File: config.mk
export PLATFORM = sky130hd
export DESIGN_NAME = shift_ex_pipe
export DESIGN_NICKNAME = d
export VERILOG_FILES = /design/src/rtl/shift_pkg.sv /design/src/rtl/bshifter16.sv /design/src/rtl/shift_ex_pipe.sv
export SDC_FILE = /design/constraint.sdc
export NUM_CORES = 1
export LEC_CHECK = 0
export CAP_MARGIN = 20
export CORE_UTILIZATION = 55
export CTS_CLUSTER_SIZE = 24
export DETAILED_ROUTE_END_ITERATION = 16
export PLACE_DENSITY = 0.83
export SLEW_MARGIN = 20
export SYNTH_ARGS = -nofsm -noshare
export SYNTH_HDL_FRONTEND = slang
export SYNTH_HIERARCHICAL = 1
export SYNTH_SLANG_ARGS = --single-unit
File: constraint.sdc
create_clock -name clk -period 4.6 [get_ports clk]
set_input_delay 0.69 -clock clk [delete_from_list [all_inputs] [get_ports clk]]
set_output_delay 0.69 -clock clk [all_outputs]
set_load 0.02 [all_outputs]
File: src/rtl/shift_pkg.sv
`default_nettype none
// ============================================================================
// Module      : shift_pkg
// Description : Shared constants for the EX-stage shift unit (shift type
//               encodings, data width, shift-amount width).
// Revision    : 1.0 - initial release
// ============================================================================
package shift_pkg;

    localparam int DW      = 16;
    localparam int SHAMT_W = 4;

    localparam logic [1:0] SH_SLL = 2'b00;
    localparam logic [1:0] SH_ROL = 2'b01;
    localparam logic [1:0] SH_SRL = 2'b10;
    localparam logic [1:0] SH_SRA = 2'b11;

endpackage
`default_nettype wire

File: src/rtl/bshifter16.sv
`default_nettype none
// ============================================================================
// Module      : bshifter16
// Description : 16-bit combinational barrel shifter. Left shifts zero-fill;
//               right shifts zero-fill or sign-fill depending on arith.
// Revision    : 1.0 - initial release
// ============================================================================
module bshifter16
    import shift_pkg::*;
(
    input  logic [DW-1:0]      d,
    input  logic               right,
    input  logic               arith,
    input  logic [SHAMT_W-1:0] shamt,
    output logic [DW-1:0]      q
);

    logic            w_fill;
    logic [2*DW-1:0] w_ext;
    logic [2*DW-1:0] w_rsh;
    logic [DW-1:0]   w_lsh;

    assign w_fill = arith & d[DW-1];
    // Extending by a full word of fill bits lets one logical shift serve both SRL and SRA.
    assign w_ext  = {{DW{w_fill}}, d};
    assign w_rsh  = w_ext >> shamt;
    assign w_lsh  = d << shamt;

    assign q = right ? w_rsh[DW-1:0] : w_lsh;

endmodule
`default_nettype wire

File: src/rtl/shift_ex_pipe.sv
`default_nettype none
// ============================================================================
// Module      : shift_ex_pipe
// Description : Two-stage pipelined EX shift unit with valid/ready handshake,
//               flush and in-flight counter. Define SHIFT_EX_ROT_EN to make
//               type 01 a rotate-left instead of a shift-left.
// Revision    : 1.0 - initial release
// ============================================================================
module shift_ex_pipe #(
    parameter int TAG_W = 4,
    parameter int DW    = 16
) (
    input  logic                         clk,
    input  logic                         rst,
    input  logic                         flush,
    input  logic                         in_valid,
    output logic                         in_ready,
    input  logic [DW-1:0]                in_data,
    input  logic [1:0]                   in_type,
    input  logic [shift_pkg::SHAMT_W-1:0] in_shamt,
    input  logic [TAG_W-1:0]             in_tag,
    output logic                         out_valid,
    input  logic                         out_ready,
    output logic [DW-1:0]                out_data,
    output logic [TAG_W-1:0]             out_tag,
    output logic                         out_zero,
    output logic [1:0]                   inflight
);
    import shift_pkg::*;

    if (DW != shift_pkg::DW) begin : g_dw_check
        $error("shift_ex_pipe: DW must be 16");
    end

    logic                 r_a_valid;
    logic [DW-1:0]        r_a_data;
    logic [1:0]           r_a_type;
    logic [SHAMT_W-1:0]   r_a_shamt;
    logic [TAG_W-1:0]     r_a_tag;

    logic                 r_b_valid;
    logic [DW-1:0]        r_out_data;
    logic [TAG_W-1:0]     r_out_tag;
    logic                 r_out_zero;
    logic [1:0]           r_inflight;

    logic                 w_b_free;
    logic                 w_accept;
    logic                 w_xfer;
    logic                 w_a_nxt;
    logic                 w_b_nxt;
    logic                 w_is_right;
    logic                 w_is_arith;
    logic [DW-1:0]        w_main;
    logic [DW-1:0]        w_res;

    assign w_b_free = !r_b_valid || out_ready;
    assign in_ready = !flush && (!r_a_valid || w_b_free);
    assign w_accept = in_valid && in_ready;
    assign w_xfer   = r_a_valid && w_b_free && !flush;

    // Next-state valids are shared by the valid registers and the in-flight count.
    assign w_a_nxt = flush    ? 1'b0 :
                     w_accept ? 1'b1 :
                     w_xfer   ? 1'b0 : r_a_valid;
    assign w_b_nxt = flush     ? 1'b0 :
                     w_xfer    ? 1'b1 :
                     out_ready ? 1'b0 : r_b_valid;

    assign w_is_right = r_a_type[1];
    assign w_is_arith = (r_a_type == SH_SRA);

    bshifter16 u_main (
        .d     (r_a_data),
        .right (w_is_right),
        .arith (w_is_arith),
        .shamt (r_a_shamt),
        .q     (w_main)
    );

`ifdef SHIFT_EX_ROT_EN
    logic [SHAMT_W-1:0] w_rot_amt;
    logic [DW-1:0]      w_rot_hi;

    // 16-n wraps to 0 when n=0, so the OR degenerates to d|d and passes d through.
    assign w_rot_amt = -r_a_shamt;

    bshifter16 u_rot (
        .d     (r_a_data),
        .right (1'b1),
        .arith (1'b0),
        .shamt (w_rot_amt),
        .q     (w_rot_hi)
    );

    assign w_res = (r_a_type == SH_ROL) ? (w_main | w_rot_hi) : w_main;
`else
    assign w_res = w_main;
`endif

    always_ff @(posedge clk) begin
        if (rst) begin
            r_a_valid  <= 1'b0;
            r_a_data   <= '0;
            r_a_type   <= '0;
            r_a_shamt  <= '0;
            r_a_tag    <= '0;
            r_b_valid  <= 1'b0;
            r_out_data <= '0;
            r_out_tag  <= '0;
            r_out_zero <= 1'b0;
            r_inflight <= 2'd0;
        end else begin
            r_a_valid  <= w_a_nxt;
            r_b_valid  <= w_b_nxt;
            r_inflight <= {1'b0, w_a_nxt} + {1'b0, w_b_nxt};
            if (w_accept) begin
                r_a_data  <= in_data;
                r_a_type  <= in_type;
                r_a_shamt <= in_shamt;
                r_a_tag   <= in_tag;
            end
            if (w_xfer) begin
                r_out_data <= w_res;
                r_out_tag  <= r_a_tag;
                r_out_zero <= (w_res == '0);
            end
        end
    end

    assign out_valid = r_b_valid;
    assign out_data  = r_out_data;
    assign out_tag   = r_out_tag;
    assign out_zero  = r_out_zero;
    assign inflight  = r_inflight;

endmodule
`default_nettype wire

==> flow_summary.yaml, run 1 <==
floorplanning:
  rows: 30
  die_h_um: 85.6
  ioPinCount: 56
  dieWidth_um: 85.6
  die_area_um2: 7330
  coreArea_um2: 6760
  start_util: 0.569
hold_path:
  hold_start: "out_data[11]"
  min_to: "out_data[11]"
  min_path_cells: 2
  hold_class: "flip-flop to flip-flop"
logic_synthesis:
  synth.distinct_cells: 60
  synth_edf_count: 0
  syn_nets: 477
  ys_async_sr_fraction: 0
  netlist_area_um2: 3840
  yosysTopAreaCell: "dfxtp_1"
  ys_seq_area_frac: 0.266
  ys.flop_type: "dfxtp_1"
  yosysWarnings: 6
  synthCells: 445
  netlist_top_cells_area: "dfxtp_1, mux4_2, a21oi_1, nand3_1, mux2i_1"
  yosys.area.top_type_share: 0.266
  postSynthAreaPerCell_um2: 8.64
  ys_ff_latch: 51
setup_path:
  reg2reg_depth: 6
  required_ps: 3910
  cp-start-kind: "input port"
  end_kind: "output pin"
  regToRegEndpoint: "out_zero"
  crit_type: "input port to output pin"
  rrSetupSlack_ps: 1730
  rr_startpoint: "r_a_shamt[1]"
  crit_fanout: 28
  arrival_ps: 2330
sta:
  fmax_mhz: 331
  rsz0062_at_grt: "no"
  clock_skew_ps: 11.5
  report.final.slew_viol_count: 0
  fin_tns_setup_ps: 0
  tightest_slew_ps: 1120
  setup_violations: 0
  period_needed_ps: 3020
  period_share: 0.656
  slew_headroom: 0.255
  hold_viol: 0
detailed_routing:
  drc: 0
  via_per_inst: 6.76
  drt_iter0_drc: 479
  via_count: 3709
  wire_per_inst_um: 18.3
  drtAntennaViolNets: 0
  wl_mm: 10.1
  dr.pass1.iters: 7
global_routing:
  grt_pass1_wl_mm: 16.9
  overflow: 0
  grt.busiest_layer: "met2"
  grt_pass1_vias: 3426
  gr-usage-met3: 0.0260
  use_met1: 0.410
  antenna_found_initial: 0
  gr-usage-all-layers: 0.288
  grt_max_degree: 37
  grt_use_met2: 0.455
place:
  gp_congestion: 0.899
  dp_hpwl_mm: 7.02
  portBuffers: 55
clock_network:
  clk_pin_slew_ps: 100
  cts_hold_buf: 0
  cts_setup_buffers: 0
  h-tree-depth: 2
  tritoncts: "built"
  cts_buffer_depth: 2
  cts_root_buf: "clkbuf_8"
  cts-resized-gates: 0
  cts_made_buffers: 5
  cts_sinks: 51
  worstSkewPairLatency_ps: 310
finish:
  regArea_um2: 1020
  drive_above_1_share: 0.113
  finalNetCount: 500
  areaGrowthSynthToFinish_pct: 13.5
  multi_input_area_um2: 2480
  diodes: 0
  fillCellCount: 560
run_status:
  run_status: "finished, final reports clean"
pwr:
  power_mw: 1.01
  max-vdd-ir-drop_v: 0.000182
  p_per_area_nw_per_um2: 232
  power_leakage_nw: 1.40
job:
  max-cap-violations: 0
## logic make-up (layout without fill, tap and decap cells)
logic type                 after synthesis  count (layout)  share of synthesized area
and+or+nand+nor                        129             129                      0.173
muxes                                   53              53                      0.218
DFF                                     51              51                      0.266
adders and majority gates                1               1                    0.00325
AOI/OAI and AO/OA                      157             157                      0.251
buffers and inverters                   54              78                     0.0892
## critical path, cell delays in order
cell             delay (ps)
clkdlybuf4s50_1         510
and3b_1                 190
buf_4                   210
nor2_1                  120
clkdlybuf4s50_1         610
## state kept, by name, indices dropped and copies added (netlist names), 2 cells and up
signal / count
r_a_tag: 4
inflight: 2
out_tag: 4
r_a_shamt: 4
out_data: 16
r_a_data: 16
r_a_type: 2
## metal layers
metal	vias to the layer above	share of wire
met5	-	0
met4	0	0.025
met3	22	0.061
met2	178	0.48
met1	1768	0.44
li1	1741	-
## placed cells by master (no fill, tap or decap), types with 3 or more instances in the layout
cell type	netlist	routed
clkdlybuf4s50_1	0	55
a21oi_1	56	56
nor3_1	6	6
o21ai_1	22	22
a32oi_1	6	6
a211o_1	4	4
nor2b_1	11	11
o221ai_1	3	3
nand3_1	53	53
mux2i_1	24	24
buf_4	6	10
a22o_1	3	3
clkbuf_8	6	5
a2111oi_0	3	3
inv_1	3	3
o21ai_0	30	30
a31oi_1	3	3
nor4_1	4	4
nand2b_1	7	7
mux4_1	6	6
nand2_1	13	13
mux2_2	7	7
dfxtp_1	51	50
mux4_2	16	16
o211ai_1	5	5
nor2_1	22	22
## area by class of cell
type	count	area share
well taps	80	0.0229
inverters	5	0.00430
clock buffers	5	0.0158
repair buffers	65	0.143
multi-input cells	340	0.569
flip-flops and latches	51	0.234
clock inverters	3	0.0106
## worst max path at each step
stage / start / to / cells after the start
after floorplan: out_ready / in_ready / 4
after global placement: out_ready / in_ready / 5
after detailed placement: out_ready / in_ready / 5
after CTS: out_ready / in_ready / 5
after global routing: r_a_shamt[0] / out_zero / 8
final: out_ready / in_ready / 5
## Yosys cell counts, drive strengths merged, types with 2 or more instances
master	n
nand3	53
a21o	2
o221ai	3
clkbuf	20
a21oi	56
o21ai	52
nor2	22
or3b	2
a32oi	6
nor4	4
nor3	6
nand2	13
dfxtp	51
and2	2
a211o	4
nand4	2
nor2b	11
buf	29
nand2b	8
mux2	7
a211oi	2
o211ai	6
o21ba	2
a2111oi	3
mux2i	24
inv	4
mux4	22
o22ai	2
a31oi	3
a22o	3
## report_power, final
part | switching, mW | internal (mW) | leakage (nW)
sequential | 0.0293 | 0.455 | 0.415
clock | 0.154 | 0.164 | 0.0548
combinational | 0.106 | 0.104 | 0.933
total | 0.289 | 0.722 | 1.40
## through the flow
step / cells / worst slack, ps / utilization / hold slack [ps] / area (um2)
3_5_place_dp: 541 / 1600 / 0.629 / 467 / 4250
3_3_place_gp: 541 / 1600 / 0.629 / 457 / 4250
4_1_cts: 549 / 1580 / 0.646 / 482 / 4360
5_1_grt: 549 / 1430 / 0.646 / 504 / 4360
6_report: 549 / 1580 / 0.646 / 481 / 4360
2_1_floorplan: 445 / 2480 / - / 440 / 3840
(Power assumes the default switching activity.)
==> inputs of run 2 (changes only) <==
--- a/config.mk
+++ b/config.mk
@@ -6,10 +6,10 @@
 export NUM_CORES = 1
 export LEC_CHECK = 0
 export CAP_MARGIN = 20
-export CORE_UTILIZATION = 55
+export CORE_UTILIZATION = 50
 export CTS_CLUSTER_SIZE = 24
 export DETAILED_ROUTE_END_ITERATION = 16
-export PLACE_DENSITY = 0.83
+export PLACE_DENSITY = 0.79
 export SLEW_MARGIN = 20
 export SYNTH_ARGS = -nofsm -noshare
 export SYNTH_HDL_FRONTEND = slang
==> constraint.sdc (replaced) <==
create_clock -name clk -period 2.45 [get_ports clk]
set_input_delay 0.3675 -clock clk [delete_from_list [all_inputs] [get_ports clk]]
set_output_delay 0.3675 -clock clk [all_outputs]
set_load 0.02 [all_outputs]
==> flow_summary.yaml, run 2 (synthesis results as in run 1) <==
clock_network:
  cts_sinks: 51
  h-tree-depth: 2
  clk_pin_slew_ps: 100
  tritoncts: "built"
  cts_root_buf: "clkbuf_8"
  cts_made_buffers: 5
  cts_buffer_depth: 2
  cts_hold_buf: 0
  worstSkewPairLatency_ps: 310
sta:
  hold_viol: 0
  period_share: 0.942
  fmax_mhz: 433
  report.final.slew_viol_count: 0
  setup_violations: 0
  rsz0062_at_grt: "no"
  whs_ps: 478
  tightest_slew_ps: 658
  clock_skew_ps: 5.53
  period_needed_ps: 2310
  slew_headroom: 0.562
finish:
  diodes: 0
  areaGrowthSynthToFinish_pct: 22.2
  mostFrequentLayoutCell: "a21oi_1"
  drive_above_1_share: 0.182
  finalNetCount: 532
  fin_area_um2: 4700
  mostFrequentLayoutCells: "a21oi_1, clkdlybuf4s50_1, nand3_1"
setup_path:
  crit_fanout: 17
  required_ps: 2700
  arrival_ps: 2560
  crit_type: "flip-flop to flip-flop"
  cp-start-kind: "flip-flop"
  end_kind: "flip-flop"
detailed_routing:
  drtAntennaViolNets: 0
  drc: 0
  drt_iter0_drc: 466
  wire_per_inst_um: 19.1
  wl_mm: 11.5
  dr.pass1.iters: 5
  via_count: 3850
  via_per_inst: 6.42
global_routing:
  antenna_found_initial: 0
  grt_use_met2: 0.437
  use_met1: 0.443
  grt_pass1_wl_mm: 18.3
  grt_pass1_vias: 3530
  grt_max_degree: 51
  overflow: 0
  gr-usage-met3: 0.0283
  grt.busiest_layer: "met1"
  gr-usage-all-layers: 0.298
pwr:
  clock_power_share: 0.320
  switching_share: 0.289
  power_leakage_nw: 1.59
  internal_power_mw: 1.42
  switching_power_mw: 0.576
  comb_power_share: 0.230
  max-vdd-ir-drop_v: 0.000318
  p_per_area_nw_per_um2: 425
  p_seq_frac: 0.450
run_status:
  run_status: "finished, final reports clean"
hold_path:
  hold_class: "flip-flop to flip-flop"
place:
  dp_hpwl_mm: 8.42
  placed_area_um2: 4530
  gp_congestion: 0.933
  portBuffers: 55
floorplanning:
  dieWidth_um: 89.7
  coreArea_um2: 7330
  rows: 31
  start_util: 0.524
  die_area_um2: 8040
  ioPinCount: 56
  die_h_um: 89.7
job:
  max-cap-violations: 0
## run 2: final timing paths
check,startpoint,endpoint,slack [ps],cells after the start
setup / recovery,r_a_shamt[0],out_zero,140,8
hold / removal,r_a_tag[1],out_tag[1],480,2
setup reg to reg,r_a_shamt[0],out_zero,140,8
hold reg to reg,r_a_tag[1],out_tag[1],480,2
## run 2: cell type report
type | count | area (um2)
multi-input cells | 340 | 2500
flip-flops and latches | 51 | 1030
fillers | 610 | 2630
repair buffers | 97 | 903
inverters | 5 | 22.5
clock buffers | 6 | 82.6
well taps | 99 | 124
clock inverters | 2 | 38.8
## run 2: timing repair
item / 4_1_cts / 5_1_grt
resized for setup: 0 / 8
setup buffers: 0 / 3
endpoints found under the setup margin: 0 / 1
## run 2: power groups by stage
stage	Sequential [mW]	Clock, mW	Combinational (mW)
final	0.898	0.638	0.459
after global routing	0.903	0.677	0.491
after CTS	0.898	0.650	0.440
after detailed placement	0.918	0	0.438
after global placement	0.916	0	0.439
after floorplan	0.900	0	0.296
## run 2: per-stage QoR
step                       util  std cells  power, mW  setup slack [ps]  setup TNS [ps]
after floorplan               -        445       1.20               392               0
after detailed placement  0.617        589       1.36              46.3               0
final                     0.641        600       1.99               142               0
after global placement    0.617        589       1.36             -5.28           -5.28
after global routing      0.641        600       2.07              27.4               0
after CTS                 0.634        597       1.99              30.4               0
## run 2: per-layer routing
metal | vias to the layer above | part of all wire
met1 | 1830 | 0.46
met3 | 31 | 0.063
met5 | - | 0
li1 | 1806 | -
met4 | 0 | 0.038
met2 | 183 | 0.44
## run 2: worst max-delay path, stage by stage (launching register included)
cell      delay (ps)
dfxtp_4          410
buf_12           170
mux2_2           350
or3_1            370
a31oi_2          240
o221ai_2         170
nor4_2           300
nand3_1          110
o21ai_1          130
==> patch 1, RTL diff (settings of run 2) <==
The option `SHIFT_EX_ROT_EN` is turned on by a define.
--- a/src/rtl/shift_ex_pipe.sv
+++ b/src/rtl/shift_ex_pipe.sv
@@ -6,6 +6,8 @@
 //               type 01 a rotate-left instead of a shift-left.
 // Revision    : 1.0 - initial release
 // ============================================================================
+`define SHIFT_EX_ROT_EN
+
 module shift_ex_pipe #(
     parameter int TAG_W = 4,
     parameter int DW    = 16
Behaviour: not the same (Yosys sat finds a counterexample within 4 cycles, from zero or initial values and one cycle with rst high).
==> patch 1 against run 2 <==
- the run now ends with negative setup slack left
- total power is 57% higher
- routed wire length is 93% higher
- synthesized cell count up 47%
- worst setup slack got worse by 480 ps
- final area increased by 73%
- die area grew 47%
- synthesized area up 48%
- sequential cell count is the same
- largest cell class unchanged
- highest routed layer unchanged
==> patch 1: results (changes against run 2) <==
The flow ran to the end, but the final reports show violations. The final reports fail on negative setup slack. In the post-synthesis netlist, the biggest area contributors are sky130_fd_sc_hd__dfxtp_1 (18%), sky130_fd_sc_hd__mux4_2 (13%), sky130_fd_sc_hd__mux2i_1 (8.4%), sky130_fd_sc_hd__nand2_1 (5.7%), sky130_fd_sc_hd__mux4_1 (5.5%). The xor/xnor cell area share of the yosys netlist came out at 0.308% (+0.31 points). The number of nets in the layout came out at 884 (+66%). The first-iteration detailed-routing DRC count came out at 787 (+69%).

By count the netlist is led by sky130_fd_sc_hd__nand2_1 (86), sky130_fd_sc_hd__a21oi_1 (52), sky130_fd_sc_hd__dfxtp_1 (51), sky130_fd_sc_hd__nor2_1 (51), sky130_fd_sc_hd__mux2i_1 (48). The maximum number of pins on one net before global-route repair is 31 (-39%), and the wire length after detailed routing is 22.1 mm (+93%). For the global-route usage over all layers, the log shows 38.4% (+8.6 points). The detailed-routed wire length on met2 came out at 10.2 mm (+100%). The area share of fa/ha/maj cells after synthesis came out at 0.440% (+0.11 points). Kind of cell with the highest combined delay on the critical path: multiplexers. Area fraction in compound gates after synthesis: 23.1% (-2.1 points). For the worst setup margin, the log shows -337 ps (-479 ps). The met1 wire length is 8.96 mm (+72%), and the sequential area share after synthesis is 17.9% (-8.6 points). The logs give 459 ps (-18.8 ps) for the final hold slack and 50.9% (+6.6 points) for the met1 global-route usage. For the total setup violations reported at the end of the flow, the log shows 14 (+14). The number of global-route vias before repair is 6362 (+80%). The wire length on met3 was 2.32 mm (+220%); the leakage power total was 3.09 nW (+95%). The share of cell area taken by muxes after synthesis was 29.4% (+7.7 points); the maximum single-stage delay on the critical path was 500 ps (+90 ps). The ratio of cells with drive above 1 in the final layout was 39.6% (+21 points).

The summed negative setup slack over all endpoints is -2170 ps (-2170 ps), and the pre-CTS setup slack is -585 ps (-631 ps). The cell at the slowest stage of the critical path was sky130_fd_sc_hd__mux4_2. The run gives 362 uV (+14%) as the peak supply drop. The tools report the number of distinct library cells after synthesis as 67 (+12%). The tools report the number of iterations in the first detailed-routing pass as 6 (+1). The transition time at the pin with the least slew margin was 878 ps (+220 ps); the total of fill cells in the finished design was 783 (+28%). The detailed-placement wirelength estimate is 16.1 mm (+91%). The clock transition at the registers of the reported paths is 70 ps (-30 ps), and the count of vias placed by the detailed router is 6633 (+72%).

The final weighted congestion in routability-driven placement was 1.06 (+14%); the endpoint arrival time on the critical path was 3020 ps (+460 ps).
## patch 1: changes by cell type after synthesis, moves of 7 or more
cell / delta
sky130_fd_sc_hd__o21ai_1: -21
sky130_fd_sc_hd__o21ai_0: -22
sky130_fd_sc_hd__mux4_2: +16
sky130_fd_sc_hd__mux2i_1: +24
sky130_fd_sc_hd__a211oi_1: +18
sky130_fd_sc_hd__nor3_1: +20
sky130_fd_sc_hd__nand3_1: -40
sky130_fd_sc_hd__nand2_1: +73
sky130_fd_sc_hd__clkbuf_1: +8
sky130_fd_sc_hd__inv_1: +7
sky130_fd_sc_hd__nor2_1: +29
sky130_fd_sc_hd__mux2_2: +7
## patch 1: area by class of cell
cell class,count,area (um2),area share [%]
well taps,140,175,2.16
multi-input cells,526,4510,55.6
inverters,14,53.8,0.662
flip-flops and latches,51,1030,12.7
clock buffers,6,150,1.85
repair buffers,253,2180,26.9
clock inverters,2,17.5,0.216
## patch 1: power by group
group	switching, mW	internal [mW]	total, mW
logic	0.737	0.739	1.48
registers	0.0409	0.859	0.900
clock network	0.314	0.446	0.760
## patch 1: stage by stage
stage                     instances  total power [mW]
after floorplan                 657              1.64
after global placement          960              2.10
after detailed placement        960              2.13
after CTS                       989              3.04
after global routing            992              3.26
final                           992              3.14
## patch 1: final timing paths
| kind | depth (start not counted) | startpoint | to |
|---|---|---|---|
| min | 2 | r_a_tag[1] | out_tag[1] |
| max reg2reg | 12 | r_a_shamt[0] | out_zero |
| min reg2reg | 2 | r_a_tag[1] | out_tag[1] |
| max | 12 | r_a_shamt[0] | out_zero |
## patch 1: repair_timing
action | 4_1_cts | 5_1_grt
hold buffers | 0 | 0
pin swaps | 32 | 17
setup endpoints to repair | 17 | 17
gates resized for setup | 73 | 17
gates cloned | 1 | 0
hold endpoints to repair | 0 | 0
buffers inserted | 20 | 5
==> patch 2, RTL diff (config.mk and constraints of run 2) <==
Made on the original files. Make the reset (`rst`) asynchronous in one clocked block.
--- a/src/rtl/shift_ex_pipe.sv
+++ b/src/rtl/shift_ex_pipe.sv
@@ -98,7 +98,7 @@
     assign w_res = w_main;
 `endif
 
-    always_ff @(posedge clk) begin
+    always_ff @(posedge clk or posedge rst) begin
         if (rst) begin
             r_a_valid  <= 1'b0;
             r_a_data   <= '0;
Behaviour: differs if rst is asserted again (counterexample within 4 cycles, from zero or initial values and one cycle with rst high); with rst held inactive, the same outputs for 10 cycles.
==> patch 2 against run 2 <==
- sequential cell count unchanged
- first-iteration DRC count down 7.5%
- clock skew rose by 2.3 ps
- final area increased by 3.0%
- synthesized area up 1.1%
- worst setup slack lost 120 ps
- routed wire length shrank 10%
- final cell count fell by 18%
- critical path type unchanged
Power is not compared: it rests on default switching activity, and its combinational part moved more than twofold at a synthesized area within 25%.
==> patch 2: results (changes against run 2) <==
The largest driver fanout on the critical path was 6 (-11). The tools report the area of placed instances as 4620 um2 (+2.1%). Final weighted congestion in routability-driven placement: 0.893 (-4.3%). The largest clock skew in the final design came out at 7.79 ps (+2.26 ps). The first-iteration detailed-routing DRC count was 431 (-7.5%).

The run gives 485 (-18%) as the count of placed standard cells including taps. The maximum single-stage delay on the critical path is 510 ps (+100 ps), and the count of vias placed by the detailed router is 3185 (-17%). The logs give 62 (+3.3%) for the number of distinct library cells after synthesis and 416 ps (-61.6 ps) for the final hold slack.

The flow ran to the end, and the final reports show no timing, DRC or antenna violations. Area fraction in compound gates after synthesis: 12.8% (-12 points). The share of cell area taken by muxes after synthesis came out at 37.1% (+15 points). The fraction of synthesis flops using an asynchronous set or reset pin came out at 100% (+100 points). The endpoint arrival time on the critical path was 2660 ps (+100 ps). Number of nets in the layout: 427 (-20%). The global-route usage over all layers came out at 26.3% (-3.5 points). The post-detailed-route wirelength per cell works out to 20.8 um (+9.1%). The maximum number of pins on one net before global-route repair is 27 (-47%). The dominant combinational cell family by area after synthesis is multiplexers. The type of the most critical hold path was primary input to async pin. The transition time at the pin with the least slew margin works out to 548 ps (-109 ps). The final period demand of the worst path is 2420 ps (+115 ps). The area share of fa/ha/maj cells after synthesis was 0.322% (-0.0035 points). Endpoint of the lowest-slack register-to-register path: out_zero. CTS placed an instance of sky130_fd_sc_hd__clkbuf_8 at the clock tree root.

The run gives 32.9% (+6.3 points) as the sequential area share after synthesis. The commonest cells after synthesis are sky130_fd_sc_hd__dfrtp_1 (51), sky130_fd_sc_hd__mux2_2 (33), sky130_fd_sc_hd__mux2i_1 (25), sky130_fd_sc_hd__nor2_1 (21), sky130_fd_sc_hd__mux2_4 (20). The ratio of cells with drive above 1 in the final layout was 36.4% (+18 points).

For the count of non-filler cells in the finished layout, the log shows 495 (-18%). The detailed-placement wirelength estimate is 7.57 mm (-10%). For the pre-CTS setup slack, the log shows -55.4 ps (-102 ps). The critical register-to-register path startpoint was r_a_shamt[0]. The cell at the slowest stage of the critical path is sky130_fd_sc_hd__mux4_2. Sorting the synthesized cells by area gives the leading types as sky130_fd_sc_hd__dfrtp_1 (33%), sky130_fd_sc_hd__mux2_2 (9.6%), sky130_fd_sc_hd__mux4_2 (9.3%), sky130_fd_sc_hd__mux2_4 (7.7%), sky130_fd_sc_hd__mux2i_1 (6.4%). For the worst reg-to-reg setup slack, the log shows 30 ps (-120 ps).
## patch 2: changes by cell type after synthesis, sizes merged, moves of 2 or more
cell and change:
a21oi -46, buf -12, clkbuf -8, dfrtp +51, dfxtp -51, inv +2, mux2 +46, nand2b -3
nand3 -47, nor2b -6, nor3 -3, o21ai -48
## patch 2: layout make-up
type                    instances  area, um2
multi-input cells             236       2400
inverters                       7       30.0
clock inverters                 1       8.76
fillers                       589       2530
repair buffers                 94        913
clock buffers                   7       86.3
well taps                      99        124
flip-flops and latches         51       1280
## patch 2: worst max-delay path by stage
stage / startpoint / to / cells after the start
floorplan: r_a_shamt[0] / out_zero / 8
global placement: r_a_shamt[0] / out_zero / 8
detailed placement: r_a_shamt[0] / out_zero / 8
CTS: r_a_shamt[0] / out_zero / 8
global route: r_a_shamt[0] / out_zero / 8
finish: r_a_shamt[0] / out_zero / 8
## patch 2: power by group
group          switching (mW)  total (mW)  internal, mW
clock                   0.289       0.521         0.232
combinational            1.02        2.14          1.12
sequential              0.183        1.23          1.05
total                    1.50        3.89          2.40
## patch 2: critical path: cells and delay by family (launching register included)
family	cells	cell delay [ps]
muxes	4	970
buffers and inverters	1	170
and+or+nand+nor	2	390
DFF	1	490
AOI/OAI and AO/OA	1	320
## patch 2: timing repair
action | CTS | global route
pin swaps | 1 | 8
endpoints found under the setup margin | 1 | 2
buffers inserted | 1 | 1
hold buffers | 0 | 0
gates resized for setup | 4 | 23
## patch 2: layer usage
layer	vias to the layer above	GRT usage [%]	part of all wire (%)
li1	1397	-	-
met1	1564	36.7	42
met2	207	43.3	48
met3	17	4.15	8.8
met4	0	6.05	1.2
met5	-	0	0
